--- src/rtl/adc_demod_pkg.sv ---
// Shared constants and types for the carrier demodulator: sample width,
// sqrt(3) scaling factor, alpha-max-beta-min coefficients and frame phase.
package adc_demod_pkg;
  localparam int SAMPLE_W     = 12;
  localparam int SQRT3_K      = 887;
  localparam int SQRT3_SH     = 9;
  localparam int ABM_BETA_NUM = 3;
  localparam int ABM_BETA_SH  = 3;

  typedef enum logic [1:0] {
    PH0 = 2'd0,
    PH1 = 2'd1,
    PH2 = 2'd2
  } phase_e;
endpackage

--- src/rtl/iq_mag_est.sv ---
// Two-stage magnitude estimator: |I|,|Q| -> max/min, then max + 3/8*min.
// Output holds its value between valid pulses.
module iq_mag_est
  import adc_demod_pkg::*;
#(
  parameter int W = 18
) (
  input  logic                clk,
  input  logic                rstn,
  input  logic                in_v,
  input  logic signed [W-1:0] in_i,
  input  logic signed [W-1:0] in_q,
  output logic                out_v,
  output logic [W:0]          out_mag
);
  logic [W-1:0] w_ai;
  logic [W-1:0] w_aq;
  logic [W-1:0] r_mx;
  logic [W-1:0] r_mn;
  logic         r_v;

  // Inputs never reach the most negative code, so |x| fits in W unsigned bits.
  assign w_ai = in_i[W-1] ? $unsigned(-in_i) : $unsigned(in_i);
  assign w_aq = in_q[W-1] ? $unsigned(-in_q) : $unsigned(in_q);

  always_ff @(posedge clk or negedge rstn) begin
    if (!rstn) begin
      r_v  <= 1'b0;
      r_mx <= '0;
      r_mn <= '0;
    end else begin
      r_v <= in_v;
      if (in_v) begin
        if (w_ai >= w_aq) begin
          r_mx <= w_ai;
          r_mn <= w_aq;
        end else begin
          r_mx <= w_aq;
          r_mn <= w_ai;
        end
      end
    end
  end

  always_ff @(posedge clk or negedge rstn) begin
    if (!rstn) begin
      out_v   <= 1'b0;
      out_mag <= '0;
    end else begin
      out_v <= r_v;
      if (r_v) begin
        out_mag <= (W+1)'({2'b00, r_mx} +
                   (({2'b00, r_mn} * (W+2)'(ABM_BETA_NUM)) >> ABM_BETA_SH));
      end
    end
  end
endmodule

--- src/rtl/adc_carrier_demod.sv ---
// Carrier amplitude demodulator for fs/3 aliased carrier: per-frame I/Q
// projection, block accumulation, sqrt3 Q scaling and magnitude estimate.
// Optional macro DEMOD_IQ_OUT_EN exposes the I and scaled-Q block sums.
module adc_carrier_demod
  import adc_demod_pkg::*;
#(
  parameter  int LOG2_ACC = 4,
  localparam int MAG_W    = 15 + LOG2_ACC
) (
  input  logic                       clk,
  input  logic                       rstn,
  input  logic                       restart,
  input  logic                       in_en,
  input  logic [SAMPLE_W-1:0]        in_data,
  output logic                       out_en,
  output logic [MAG_W-1:0]           out_mag
`ifdef DEMOD_IQ_OUT_EN
  ,
  output logic signed [13+LOG2_ACC:0] out_i,
  output logic signed [13+LOG2_ACC:0] out_q
`endif
);
  localparam int SUM_W  = 14 + LOG2_ACC;
  localparam int QSUM_W = 13 + LOG2_ACC;
  localparam int PROD_W = QSUM_W + 12;

  phase_e                r_ph;
  logic [SAMPLE_W-1:0]   r_s0;
  logic [SAMPLE_W-1:0]   r_s1;
  logic [LOG2_ACC-1:0]   r_fcnt;
  logic signed [SUM_W-1:0]  r_isum;
  logic signed [QSUM_W-1:0] r_qsum;

  logic signed [13:0]       w_i;
  logic signed [12:0]       w_q;
  logic signed [SUM_W-1:0]  w_isum_nxt;
  logic signed [QSUM_W-1:0] w_qsum_nxt;
  logic                     w_frame_end;
  logic                     w_block_end;

  logic                     r_b_v;
  logic signed [SUM_W-1:0]  r_b_i;
  logic signed [QSUM_W-1:0] r_b_q;
  logic signed [PROD_W-1:0] w_qprod;

  logic                     r_q_v;
  logic signed [SUM_W-1:0]  r_q_i;
  logic signed [SUM_W-1:0]  r_q_qs;

  // Projection onto the fs/3 carrier; coefficients sum to zero so mid-scale DC cancels.
  assign w_i = $signed({1'b0, r_s0, 1'b0}) - $signed({2'b00, r_s1}) - $signed({2'b00, in_data});
  assign w_q = $signed({1'b0, r_s1}) - $signed({1'b0, in_data});

  assign w_isum_nxt  = r_isum + {{LOG2_ACC{w_i[13]}}, w_i};
  assign w_qsum_nxt  = r_qsum + {{LOG2_ACC{w_q[12]}}, w_q};
  assign w_frame_end = in_en && !restart && (r_ph == PH2);
  assign w_block_end = w_frame_end && (r_fcnt == '1);

  always_ff @(posedge clk or negedge rstn) begin
    if (!rstn) begin
      r_ph   <= PH0;
      r_s0   <= '0;
      r_s1   <= '0;
      r_fcnt <= '0;
      r_isum <= '0;
      r_qsum <= '0;
    end else if (restart) begin
      r_ph   <= PH0;
      r_fcnt <= '0;
      r_isum <= '0;
      r_qsum <= '0;
    end else if (in_en) begin
      unique case (r_ph)
        PH0: begin
          r_s0 <= in_data;
          r_ph <= PH1;
        end
        PH1: begin
          r_s1 <= in_data;
          r_ph <= PH2;
        end
        PH2: begin
          r_ph <= PH0;
          if (w_block_end) begin
            r_fcnt <= '0;
            r_isum <= '0;
            r_qsum <= '0;
          end else begin
            r_fcnt <= r_fcnt + LOG2_ACC'(1);
            r_isum <= w_isum_nxt;
            r_qsum <= w_qsum_nxt;
          end
        end
        default: r_ph <= PH0;
      endcase
    end
  end

  // Block latch and sqrt3 scaling are not cleared by restart so in-flight results still emit.
  always_ff @(posedge clk or negedge rstn) begin
    if (!rstn) begin
      r_b_v <= 1'b0;
      r_b_i <= '0;
      r_b_q <= '0;
    end else begin
      r_b_v <= w_block_end;
      if (w_block_end) begin
        r_b_i <= w_isum_nxt;
        r_b_q <= w_qsum_nxt;
      end
    end
  end

  assign w_qprod = $signed({{12{r_b_q[QSUM_W-1]}}, r_b_q}) * $signed(PROD_W'(SQRT3_K));

  always_ff @(posedge clk or negedge rstn) begin
    if (!rstn) begin
      r_q_v  <= 1'b0;
      r_q_i  <= '0;
      r_q_qs <= '0;
    end else begin
      r_q_v <= r_b_v;
      if (r_b_v) begin
        r_q_i  <= r_b_i;
        r_q_qs <= SUM_W'(w_qprod >>> SQRT3_SH);
      end
    end
  end

  iq_mag_est #(
    .W(SUM_W)
  ) u_mag (
    .clk     (clk),
    .rstn    (rstn),
    .in_v    (r_q_v),
    .in_i    (r_q_i),
    .in_q    (r_q_qs),
    .out_v   (out_en),
    .out_mag (out_mag)
  );

`ifdef DEMOD_IQ_OUT_EN
  logic                    r_d_v;
  logic signed [SUM_W-1:0] r_d_i;
  logic signed [SUM_W-1:0] r_d_q;

  always_ff @(posedge clk or negedge rstn) begin
    if (!rstn) begin
      r_d_v <= 1'b0;
      r_d_i <= '0;
      r_d_q <= '0;
      out_i <= '0;
      out_q <= '0;
    end else begin
      r_d_v <= r_q_v;
      if (r_q_v) begin
        r_d_i <= r_q_i;
        r_d_q <= r_q_qs;
      end
      if (r_d_v) begin
        out_i <= r_d_i;
        out_q <= r_d_q;
      end
    end
  end
`endif
endmodule

--- config.mk ---
export PLATFORM = sky130hd
export DESIGN_NAME = adc_carrier_demod
export DESIGN_NICKNAME = d
export VERILOG_FILES = /design/src/rtl/adc_demod_pkg.sv /design/src/rtl/iq_mag_est.sv /design/src/rtl/adc_carrier_demod.sv
export SDC_FILE = /design/constraint.sdc
export NUM_CORES = 1
export LEC_CHECK = 0
export BUFFER_PORTS_ARGS = -buffer_cell sky130_fd_sc_hd__buf_2
export CAP_MARGIN = 20
export CORE_MARGIN = 1.5
export CORE_UTILIZATION = 39
export DETAILED_ROUTE_END_ITERATION = 10
export PLACE_DENSITY = 0.58
export SLEW_MARGIN = 25
export SYNTH_ARGS = -nofsm -noshare
export SYNTH_HDL_FRONTEND = slang
export SYNTH_HIERARCHICAL = 1
export SYNTH_SLANG_ARGS = --single-unit
--- constraint.sdc ---
create_clock -name clk -period 5.7 [get_ports clk]
set_clock_uncertainty 0.15 [all_clocks]
set_input_delay 0.285 -clock clk [delete_from_list [all_inputs] [get_ports clk]]
set_output_delay 0.285 -clock clk [all_outputs]
set_load 0.1 [all_outputs]
==> qor.yml, run 1 <==
status: "finished, final reports clean"
grt_pass1_vias: 13100
worstPathCellList: "ha_1 > inv_1 > fa_1 > inv_1 > fa_1 > fa_1 > inv_1 > fa_1 > inv_1 > ha_1 > and3_1 > a221o_1 > a21oi_1 > a2bb2oi_2 > nand3b_1 > a21oi_1 > xnor2_1 > mux2_2"
htreeDepth: 4
slowest_stage: "fa_1"
combPwrFrac: 0.423
place_congestion: 0.875
synth_area_um2: 17500
seq_area_um2: 4880
critPathMaxStageDelay_ps: 550
ir_drop_mv: 0.244
port_buffers: 35
crit_type: "reg -> reg"
vias: 12700
fill_cells: 4354
clk_pin_slew_ps: 80
gr-usage-all-layers: 0.172
hold_class: "in -> async"
firstDrtPassIters: 5
finalCritPeriodShare: 0.951
start_util: 0.396
hpwl_um: 29800
layout-drive-gt1-share: 0.0998
postSynthCellCount: 1806
drc: 0
worst-path-buf-inv: 4
cts_root_buffer: "clkbuf_16"
num-nets-final: 2184
vias_per_cell: 5.18
rows: 77
p_sw_uw: 1790
diodes: 0
synth_top_flop_cell: "dfrtp_1"
synth_top_area_share: 0.278
worstPathMaxFanout: 6
io_pins: 36
synth-seq-cells: 195
dp_cells: 2399
critPathLaunchType: "register"
final-instance-count-excl-fill: 2445
fin_crit_ps: 5420
grt_max_degree: 128
ys_seq_area_frac: 0.278
yosysTopAreaCell: "dfrtp_1"
drtIter0Drc: 648
synthAdderAreaFrac: 0.279
r2r_start: "r_b_q[9]"
wirelength_um: 38000
cts.sinks: 195
cts_buffers: 17
required_ps: 5880
maxCapViolations: 0
synthSimpleGateAreaFrac: 0.113
ys_top_cells_by_area: "dfrtp_1 28%, ha_1 16%, fa_1 12%"
area_growth_pct: 9.17
rsz0062_at_grt: "false"
p_leak_uw: 0.00947
grt_pass1_wl_um: 65500
tritoncts: "yes"
synth_compound_area_frac: 0.159
grt_overflow: 0
multi_input_area_um2: 11600
final_util: 0.432
hold_violations: 0
p_int_uw: 2900
drt-wirelength-per-cell_um: 15.6
dieHeight_um: 215
max_freq_mhz: 185
fp.dieArea_um2: 46200
mostFrequentLayoutCells: "241 x inv_1, 218 x ha_1, 192 x dfrtp_1, 135 x nand2_1, 108 x fa_1"
synth_edf_count: 0
antenna_left: 0
clockPowerShare: 0.261
worst_setup_path_end_kind: "register"
critPathTopFamily: "adder cells"
synth_top_family_by_area: "adder cells"
r2r-end: "r_q_qs[15]"
final_max_slew_viol_count: 0
fin_setup_tns_ps: 0
switching_share: 0.381
synthesis.nets: 2148
p_per_area_nw_per_um2: 245
layout_commonest_cell: "inv_1"
synth_xor_area_frac: 0.0654
synth_mux_area_frac: 0.0421
syn_avg_cell_area_um2: 9.71
power.total_uw: 4690
max_slew.worst_pin.slew_ps: 795
r2r_slack_ps: 280
coreArea_um2: 44300
max_slew_margin: 0.470
worstPathArrival_ps: 5600
worstSkewPairLatency_ps: 460
ys.warnings.count: 6
ys_types: 92
die_w_um: 215
grt_antenna_before_repair: 0
r2r_cells: 18
clock_path_buffers: 2
power_frac_seq: 0.316
finalSetupViolations: 0
synthArstFlopShare: 1.00
==> stage by stage <==
| step | hold WS [ps] | setup slack, ps | area (µm²) |
|---|---|---|---|
| 2_1_floorplan | -161 | 602 | 17500 |
| 3_3_place_gp | 177 | 373 | 18400 |
| 3_5_place_dp | 182 | 317 | 18400 |
| 4_1_cts | 277 | 279 | 19100 |
| 5_1_grt | 304 | 27.9 | 19100 |
| 6_report | 254 | 281 | 19100 |
==> state kept, by name, indices dropped and copies added, names as in the netlist <==
signal / flops
r_ph: 2
r_q_v: 1
r_s1: 12
r_isum: 18
r_b_q: 17
r_q_i: 18
r_q_qs: 18
r_b_v: 1
u_mag/r_mn: 18
u_mag/r_v: 1
u_mag/out_v: 1
u_mag/r_mx: 18
r_b_i: 18
r_s0: 12
u_mag/out_mag: 19
r_fcnt: 4
r_qsum: 17
==> metal layers <==
layer / vias to the layer above / part of all wire / GRT usage
li1: 6326 / - / -
met1: 6141 / 0.48 / 0.227
met2: 164 / 0.48 / 0.295
met3: 32 / 0.028 / 0.0280
met4: 0 / 0.016 / 0.0399
met5: - / 0 / 0
==> cell type report <==
class | count | share of cell area
multi-input cells | 1319 | 0.605
well taps | 592 | 0.0387
clock inverters | 11 | 0.00680
clock buffers | 19 | 0.0226
inverters | 243 | 0.0477
flip-flops and latches | 195 | 0.255
repair buffers | 66 | 0.0244
==> cells by family (layout without fill, tap and decap cells) <==
| group | after synthesis | in the layout |
|---|---|---|
| AND/OR/NAND/NOR | 409 | 409 |
| adder cells (fa/ha/maj) | 326 | 326 |
| XOR/XNOR | 130 | 130 |
| flip-flops | 195 | 195 |
| multiplexers | 66 | 66 |
| AO/OA/AOI/OAI | 388 | 388 |
| buffers and inverters | 292 | 339 |
==> power by group through the flow <==
stage	Sequential [µW]	Combinational (µW)	Clock [µW]
global placement	1510	1950	0
floorplan	1500	1520	0
global route	1490	2230	1310
CTS	1480	1990	1260
detailed placement	1510	1970	0
finish	1480	1990	1220
==> what timing repair did <==
action / in CTS / in global routing
resized for setup: 0 / 2
endpoints found under the setup margin: 0 / 1
hold buffers: 15 / 0
setup buffers: 0 / 0
hold endpoints to repair: 96 / 0
==> cells in the mapped netlist, types with 13 or more instances <==
| library cell | instances |
|---|---|
| dfrtp_1 | 195 |
| nor2b_1 | 19 |
| inv_1 | 241 |
| nor3_1 | 32 |
| xnor2_1 | 89 |
| o221ai_1 | 15 |
| a221o_1 | 23 |
| a21o_1 | 24 |
| a31oi_1 | 16 |
| nand3_1 | 21 |
| ha_1 | 218 |
| clkbuf_1 | 38 |
| mux2_2 | 61 |
| nand4_1 | 18 |
| a211oi_1 | 13 |
| nor2_1 | 105 |
| o21a_1 | 23 |
| o21ai_0 | 76 |
| a21oi_1 | 80 |
| xor2_1 | 40 |
| fa_1 | 108 |
| a22o_1 | 29 |
| nand2_1 | 135 |
==> how the worst max path moves through the flow <==
stage | startpoint | end | slack, ps | cells after the start
floorplan | r_b_q[11] | r_q_qs[17] | 600 | 18
global placement | r_b_q[12] | r_q_qs[15] | 370 | 18
detailed placement | r_b_q[12] | r_q_qs[15] | 320 | 18
CTS | r_b_q[12] | r_q_qs[15] | 280 | 18
global route | r_b_q[10] | r_q_qs[15] | 30 | 18
finish | r_b_q[9] | r_q_qs[15] | 280 | 18
Note: power is estimated with default switching activity, not from simulation.
==> inputs of run 2 (changes only) <==
--- a/config.mk
+++ b/config.mk
@@ -10,6 +10,7 @@
 export CORE_MARGIN = 1.5
 export CORE_UTILIZATION = 39
 export DETAILED_ROUTE_END_ITERATION = 10
+export GPL_TIMING_DRIVEN = 1
 export PLACE_DENSITY = 0.58
 export SLEW_MARGIN = 25
 export SYNTH_ARGS = -nofsm -noshare
==> constraint.sdc (replaced) <==
create_clock -name clk -period 5.6 [get_ports clk]
set_clock_uncertainty 0.15 [all_clocks]
set_input_delay 0.28 -clock clk [delete_from_list [all_inputs] [get_ports clk]]
set_output_delay 0.28 -clock clk [all_outputs]
set_load 0.1 [all_outputs]
==> run 2 against run 1 <==
  * Clock-buffer cell count rose by 5
  * Core utilization is essentially flat
  * Highest routed layer unchanged
  * Final area about the same
  * Critical path depth unchanged
  * Register-to-register slack hardly changed
==> qor.yml, run 2 (synthesis gave the netlist of run 1 again) <==
status: "finished, final reports clean"
fill_cells: 4368  # +0.32%
firstDrtPassIters: 6  # +1
critPathMaxStageDelay_ps: 540  # about the same
cts_root_buffer: "clkbuf_16"
wl_met3_um: 1130  # +7.0%
worstPathMaxFanout: 7  # +1
largest_reg_flops: 19  # unchanged
p_per_area_nw_per_um2: 248  # +1.3%
worstSkewPairLatency_ps: 460  # about the same
hold_violations: 0  # unchanged
critPathTopFamily: "adder cells"
mostFrequentLayoutCells: "241 x inv_1, 218 x ha_1, 190 x dfrtp_1, 135 x nand2_1, 108 x fa_1"
grt_pass1_wl_um: 65900  # +0.66%
clock_path_buffers: 2  # unchanged
cp.depth: 18  # unchanged
crit_type: "reg -> reg"
worstPathCellList: "ha_1 > inv_1 > fa_1 > inv_1 > fa_1 > fa_1 > inv_1 > fa_1 > inv_1 > ha_1 > and3_1 > a221o_1 > a21oi_2 > a2bb2oi_2 > a31oi_1 > a21oi_1 > xnor2_1 > mux2_2"
coreArea_um2: 44300  # unchanged
wirelength_um: 38700  # +1.8%
ir_drop_mv: 0.286  # +17%
required_ps: 5790  # -90 ps
port_buffers: 35  # unchanged
p_int_uw: 2960  # +1.8%
p_sw_uw: 1800  # +0.64%
start_util: 0.396  # unchanged
fin_ws_ps: 281  # +0.210 ps
max_slew.worst_pin.slew_ps: 894  # +99.0 ps
combPwrFrac: 0.425  # +0.002
hpwl_um: 30300  # +1.7%
drtIter0Drc: 594  # -8.3%
min_path_cells: 2
io_pins: 36  # unchanged
maxCapViolations: 0  # unchanged
layout-drive-gt1-share: 0.103  # +0.00302
rows: 77  # unchanged
dieHeight_um: 215  # unchanged
grt_pass1_vias: 13200  # +0.37%
hold_class: "reg -> reg"
antenna_left: 0  # unchanged
drt-wirelength-per-cell_um: 15.8  # +1.6%
htreeDepth: 4  # unchanged
wl_met2_um: 18800  # +3.0%
grt_max_degree: 103  # -20%
grt_overflow: 0  # unchanged
die_w_um: 215  # unchanged
top_register: "u_mag/out_mag"
p_leak_uw: 0.00948  # +0.16%
power_frac_seq: 0.317  # about the same
switching_share: 0.379  # -0.00276
drc: 0  # unchanged
fin_setup_tns_ps: 0  # unchanged
clockPowerShare: 0.258  # -0.003
layout_commonest_cell: "inv_1"
top_layer: "met4"
cts_buffers: 17  # unchanged
rsz0062_at_grt: "false"
worst-path-buf-inv: 4  # unchanged
r2r_cells: 18  # unchanged
vias: 12700  # +0.62%
fp.dieArea_um2: 46200  # unchanged
grt_antenna_before_repair: 0  # unchanged
clk_pin_slew_ps: 80  # about the same
area_growth_pct: 9.27  # about the same
worst_setup_path_end_kind: "register"
place_congestion: 0.871  # -0.42%
final_max_slew_viol_count: 0  # unchanged
diodes: 0  # unchanged
gr-usage-all-layers: 0.174  # +0.00158
fin_crit_ps: 5320  # -100 ps
cts.sinks: 195  # unchanged
critPathLaunchType: "register"
finalCritPeriodShare: 0.950  # about the same
worstPathArrival_ps: 5510  # -90 ps
slowest_stage: "fa_1"
num-nets-final: 2187  # +0.14%
max_slew_margin: 0.404  # -0.0660
finalSetupViolations: 0  # unchanged
vias_per_cell: 5.20  # +0.46%
max_freq_mhz: 188  # +1.9%
tritoncts: "yes"
dp_slack_ps: 206  # -111 ps
wl_met1_um: 18100  # +0.11%
run 2: cell count changes in the layout (fill, tap and decap cells not counted), sizes merged:
cell,previous run,this run
clkbuf,20,25
bufinv,2,1
inv,246,243
buf,50,53
run 2: power groups by stage:
| stage | Sequential [µW] | Clock (µW) | Combinational (µW) |
|---|---|---|---|
| global placement | 1530 | 0 | 1980 |
| global route | 1520 | 1330 | 2260 |
| finish | 1510 | 1230 | 2020 |
| detailed placement | 1540 | 0 | 2000 |
| floorplan | 1530 | 0 | 1550 |
| CTS | 1510 | 1270 | 2030 |
run 2: metal layers:
layer | track usage | vias to the layer above
met5 | 0 | -
met1 | 0.223 | 6212
met4 | 0.0441 | 0
met2 | 0.300 | 175
li1 | - | 6321
met3 | 0.0335 | 34
run 2: final cells by class:
type / count / area (µm²) / area share
Clock buffer: 24 / 492 / 0.0257
Tap cell: 592 / 741 / 0.0387
Clock inverter: 7 / 73.8 / 0.00385
Multi-Input combinational cell: 1319 / 11600 / 0.604
Sequential cell: 195 / 4890 / 0.255
Inverter: 243 / 912 / 0.0476
Timing Repair Buffer: 69 / 477 / 0.0249
run 2: repair_timing:
item                                    in CTS  in global routing
setup buffers                                0                  0
gates resized for setup                      0                  5
hold endpoints to repair                   128                  0
endpoints found under the setup margin       0                  2
hold buffers                                15                  0
run 2: final timing paths:
check | to | from | slack (ps)
max in group asynchronous | r_b_i[0] | rstn | 3640
setup reg to reg | r_q_qs[17] | r_b_q[11] | 280
setup / recovery | r_q_qs[17] | r_b_q[11] | 280
min in group asynchronous | u_mag/out_mag[7] | rstn | 360
hold / removal | r_b_i[5] | r_b_i[5] | 320
hold reg to reg | r_b_i[5] | r_b_i[5] | 320
run 2: worst reg2reg max path, stage by stage, from the launching register on:
cell and delay (ps):
dfrtp_2 480, ha_1 300, inv_1 70, fa_1 550, inv_1 60, fa_1 500
fa_1 540, inv_1 50, fa_1 530, inv_1 40, ha_1 370, and3_1 200
a221o_1 310, a21oi_2 160, a2bb2oi_2 200, a31oi_1 140, a21oi_1 200, xnor2_1 80
mux2_2 270
run 2: metrics by stage:
| step | cell area, µm² | hold WS (ps) | cells | util | total power (µW) |
|---|---|---|---|---|---|
| finish | 19200 | 325 | 2449 | 0.432 | 4760 |
| global route | 19200 | 346 | 2449 | 0.432 | 5110 |
| CTS | 19100 | 328 | 2448 | 0.432 | 4810 |
| detailed placement | 18400 | 310 | 2402 | 0.416 | 3540 |
| global placement | 18400 | 305 | 2402 | 0.416 | 3520 |
| floorplan | 17500 | -166 | 1806 | - | 3070 |
==> inputs of run 3 (changes only) <==
--- a/config.mk
+++ b/config.mk
@@ -12,6 +12,7 @@
 export DETAILED_ROUTE_END_ITERATION = 10
 export GPL_TIMING_DRIVEN = 1
 export PLACE_DENSITY = 0.58
+export RECOVER_POWER = 100
 export SLEW_MARGIN = 25
 export SYNTH_ARGS = -nofsm -noshare
 export SYNTH_HDL_FRONTEND = slang
==> run 3 against run 2 <==
  * The run now ends with max-capacitance violations, max-slew violations left
  * Via count about the same
  * Worst setup slack worse by 37 ps
  * Hold slack about the same
  * Core utilization fell by 0.32 points
  * Clock-buffer cell count is the same
  * Die area did not move
  * Cell count did not move
  * Final area shrank 0.75%
  * Combinational power about the same
  * Sequential power about the same
  * Sequential share of layout area is 0.19 points higher
  * Total power fell by 0.68%
  * Largest power group unchanged
  * Highest routed layer unchanged
==> qor.yml, run 3 (synthesis gave the netlist of run 1 again) <==
worst_setup_path_end_kind: "register"
place_congestion: 0.871  # unchanged
tritoncts: "yes"
crit_path_start: "in_data[0]"
critPathTopFamily: "compound AO/OA/AOI/OAI gates"
final_max_slew_viol_count: 250  # +250
critPathLaunchType: "input port"
firstDrtPassIters: 5  # -1
dp_slack_ps: 206  # unchanged
max_slew_margin: -0.828  # -1.23
io_pins: 36  # unchanged
holdPathEnd: "r_b_i[11]"
worstHoldStart: "r_b_i[11]"
grt_overflow: 0  # unchanged
r2r_start: "r_b_q[11]"
postCtsSetupBuffers: 0  # unchanged
clk_pin_slew_ps: 80  # about the same
required_ps: 5750  # -40 ps
maxCapViolations: 5  # +5
max_freq_mhz: 187  # -0.69%
hold_violations: 0  # unchanged
p_per_area_nw_per_um2: 249  # about the same
area_growth_pct: 8.45
fp.dieArea_um2: 46200  # unchanged
multi_input_area_um2: 11500  # -0.58%
grt_pass1_vias: 13200  # unchanged
drt-wirelength-per-cell_um: 15.8  # about the same
vias_per_cell: 5.21  # about the same
wirelength_um: 38700  # about the same
fill_cells: 4402  # +0.78%
gr-usage-all-layers: 0.174  # unchanged
cp_common_cell: "a21o_1"
grt_max_degree: 103  # unchanged
drtIter0Drc: 660  # +11%
dp_cells: 2402  # unchanged
port_buffers: 35  # unchanged
grt_pass1_wl_um: 65900  # unchanged
grt_antenna_before_repair: 0  # unchanged
r2r-end: "r_q_qs[17]"
start_util: 0.396  # unchanged
worstPathMaxFanout: 6  # -1
clock_path_buffers: 2  # unchanged
largest_reg_flops: 19  # unchanged
hold_class: "reg -> reg"
top_register: "u_mag/out_mag"
vias: 12800  # +0.071%
p_leak_uw: 0.00933  # -1.6%
die_w_um: 215  # unchanged
worstPathArrival_ps: 5500  # about the same
htreeDepth: 4  # unchanged
critPathMaxStageDelay_ps: 1150  # +610 ps
antenna_left: 0  # unchanged
worstPathCellList: "dlygate4sd3_1 > clkbuf_1 > ha_1 > inv_1 > fa_1 > nand2b_1 > a221oi_1 > o41a_1 > and3_1 > o31ai_1 > ha_1 > a21o_1 > a21o_1 > a21o_1 > a211oi_1 > a21oi_1 > a311oi_1"
worst-path-buf-inv: 3  # -1
ir_drop_mv: 0.285  # -0.12%
fin_crit_ps: 5360  # +37.2 ps
violations: "max-capacitance violations, max-slew violations"
finalSetupViolations: 0  # unchanged
fin_setup_tns_ps: 0  # unchanged
cts.sinks: 195  # unchanged
r2r_cells: 18  # unchanged
diodes: 0  # unchanged
layout_commonest_cell: "inv_1"
max_slew.worst_pin.slew_ps: 2740  # +1850 ps
min_path_cells: 2  # unchanged
crit_type: "in -> reg"
status: "complete, but fails checks"
cts_root_buffer: "clkbuf_16"
worstSkewPairLatency_ps: 460  # about the same
rsz0062_at_grt: "false"
rows: 77  # unchanged
cts_buffers: 17  # unchanged
final-instance-count-excl-fill: 2449  # unchanged
layout-drive-gt1-share: 0.0781  # -0.0248
num-nets-final: 2187  # unchanged
r2r_slack_ps: 280  # about the same
fin_ws_ps: 244  # -37.2 ps
drc: 0  # unchanged
finalCritPeriodShare: 0.957  # +0.00664
dieHeight_um: 215  # unchanged
mostFrequentLayoutCells: "242 x inv_1, 218 x ha_1, 191 x dfrtp_1, 136 x nand2_1, 108 x fa_1"
hpwl_um: 30300  # unchanged
coreArea_um2: 44300  # unchanged
slowest_stage: "o31ai_1"
seq_area_um2: 4880  # about the same
## run 3: final cells by class
cell class | instances | area share
multi-input cells | 1319 | 0.605
flip-flops and latches | 195 | 0.257
inverters | 243 | 0.0480
well taps | 592 | 0.0390
clock buffers | 24 | 0.0259
repair buffers | 69 | 0.0211
clock inverters | 7 | 0.00388
## run 3: how the worst max path moves through the flow
| stage | endpoint | cells past startpoint |
|---|---|---|
| 3_3_place_gp | r_q_qs[15] | 18 |
| 6_report | r_b_q[15] | 17 |
| 3_5_place_dp | r_q_qs[17] | 18 |
| 5_1_grt | r_q_qs[17] | 18 |
| 4_1_cts | r_q_qs[17] | 18 |
| 2_1_floorplan | r_q_qs[17] | 18 |
## run 3: worst min-delay path: cells and delay by family, from the launching register on
| family | cells | cell delay [ps] |
|---|---|---|
| flops | 1 | 340 |
| simple gates | 2 | 100 |
## run 3: report_power, final
group	switching, µW	internal (µW)	total (µW)
logic	1170	818	1990
clock network	568	659	1230
registers	42.7	1470	1510
## run 3: repair_timing
action | CTS | global route
hold buffers | 15 | 0
endpoints found under the hold margin | 128 | 0
setup endpoints to repair | 0 | 2
gates resized for setup | 0 | 5
## run 3: stage by stage
| step | hold WS (ps) | power, µW | util | area (µm²) |
|---|---|---|---|---|
| after floorplan | -166 | 3070 | - | 17500 |
| after global placement | 305 | 3520 | 0.416 | 18400 |
| after detailed placement | 310 | 3540 | 0.416 | 18400 |
| after CTS | 328 | 4810 | 0.432 | 19100 |
| after global routing | 346 | 5090 | 0.429 | 19000 |
| final | 324 | 4720 | 0.429 | 19000 |
## run 3: per-layer routing
layer	track usage	up-vias	share of wire
met1	0.223	6222	0.47
met5	0	-	0
li1	-	6323	-
met4	0.0441	0	0.019
met3	0.0335	36	0.031
met2	0.300	170	0.48
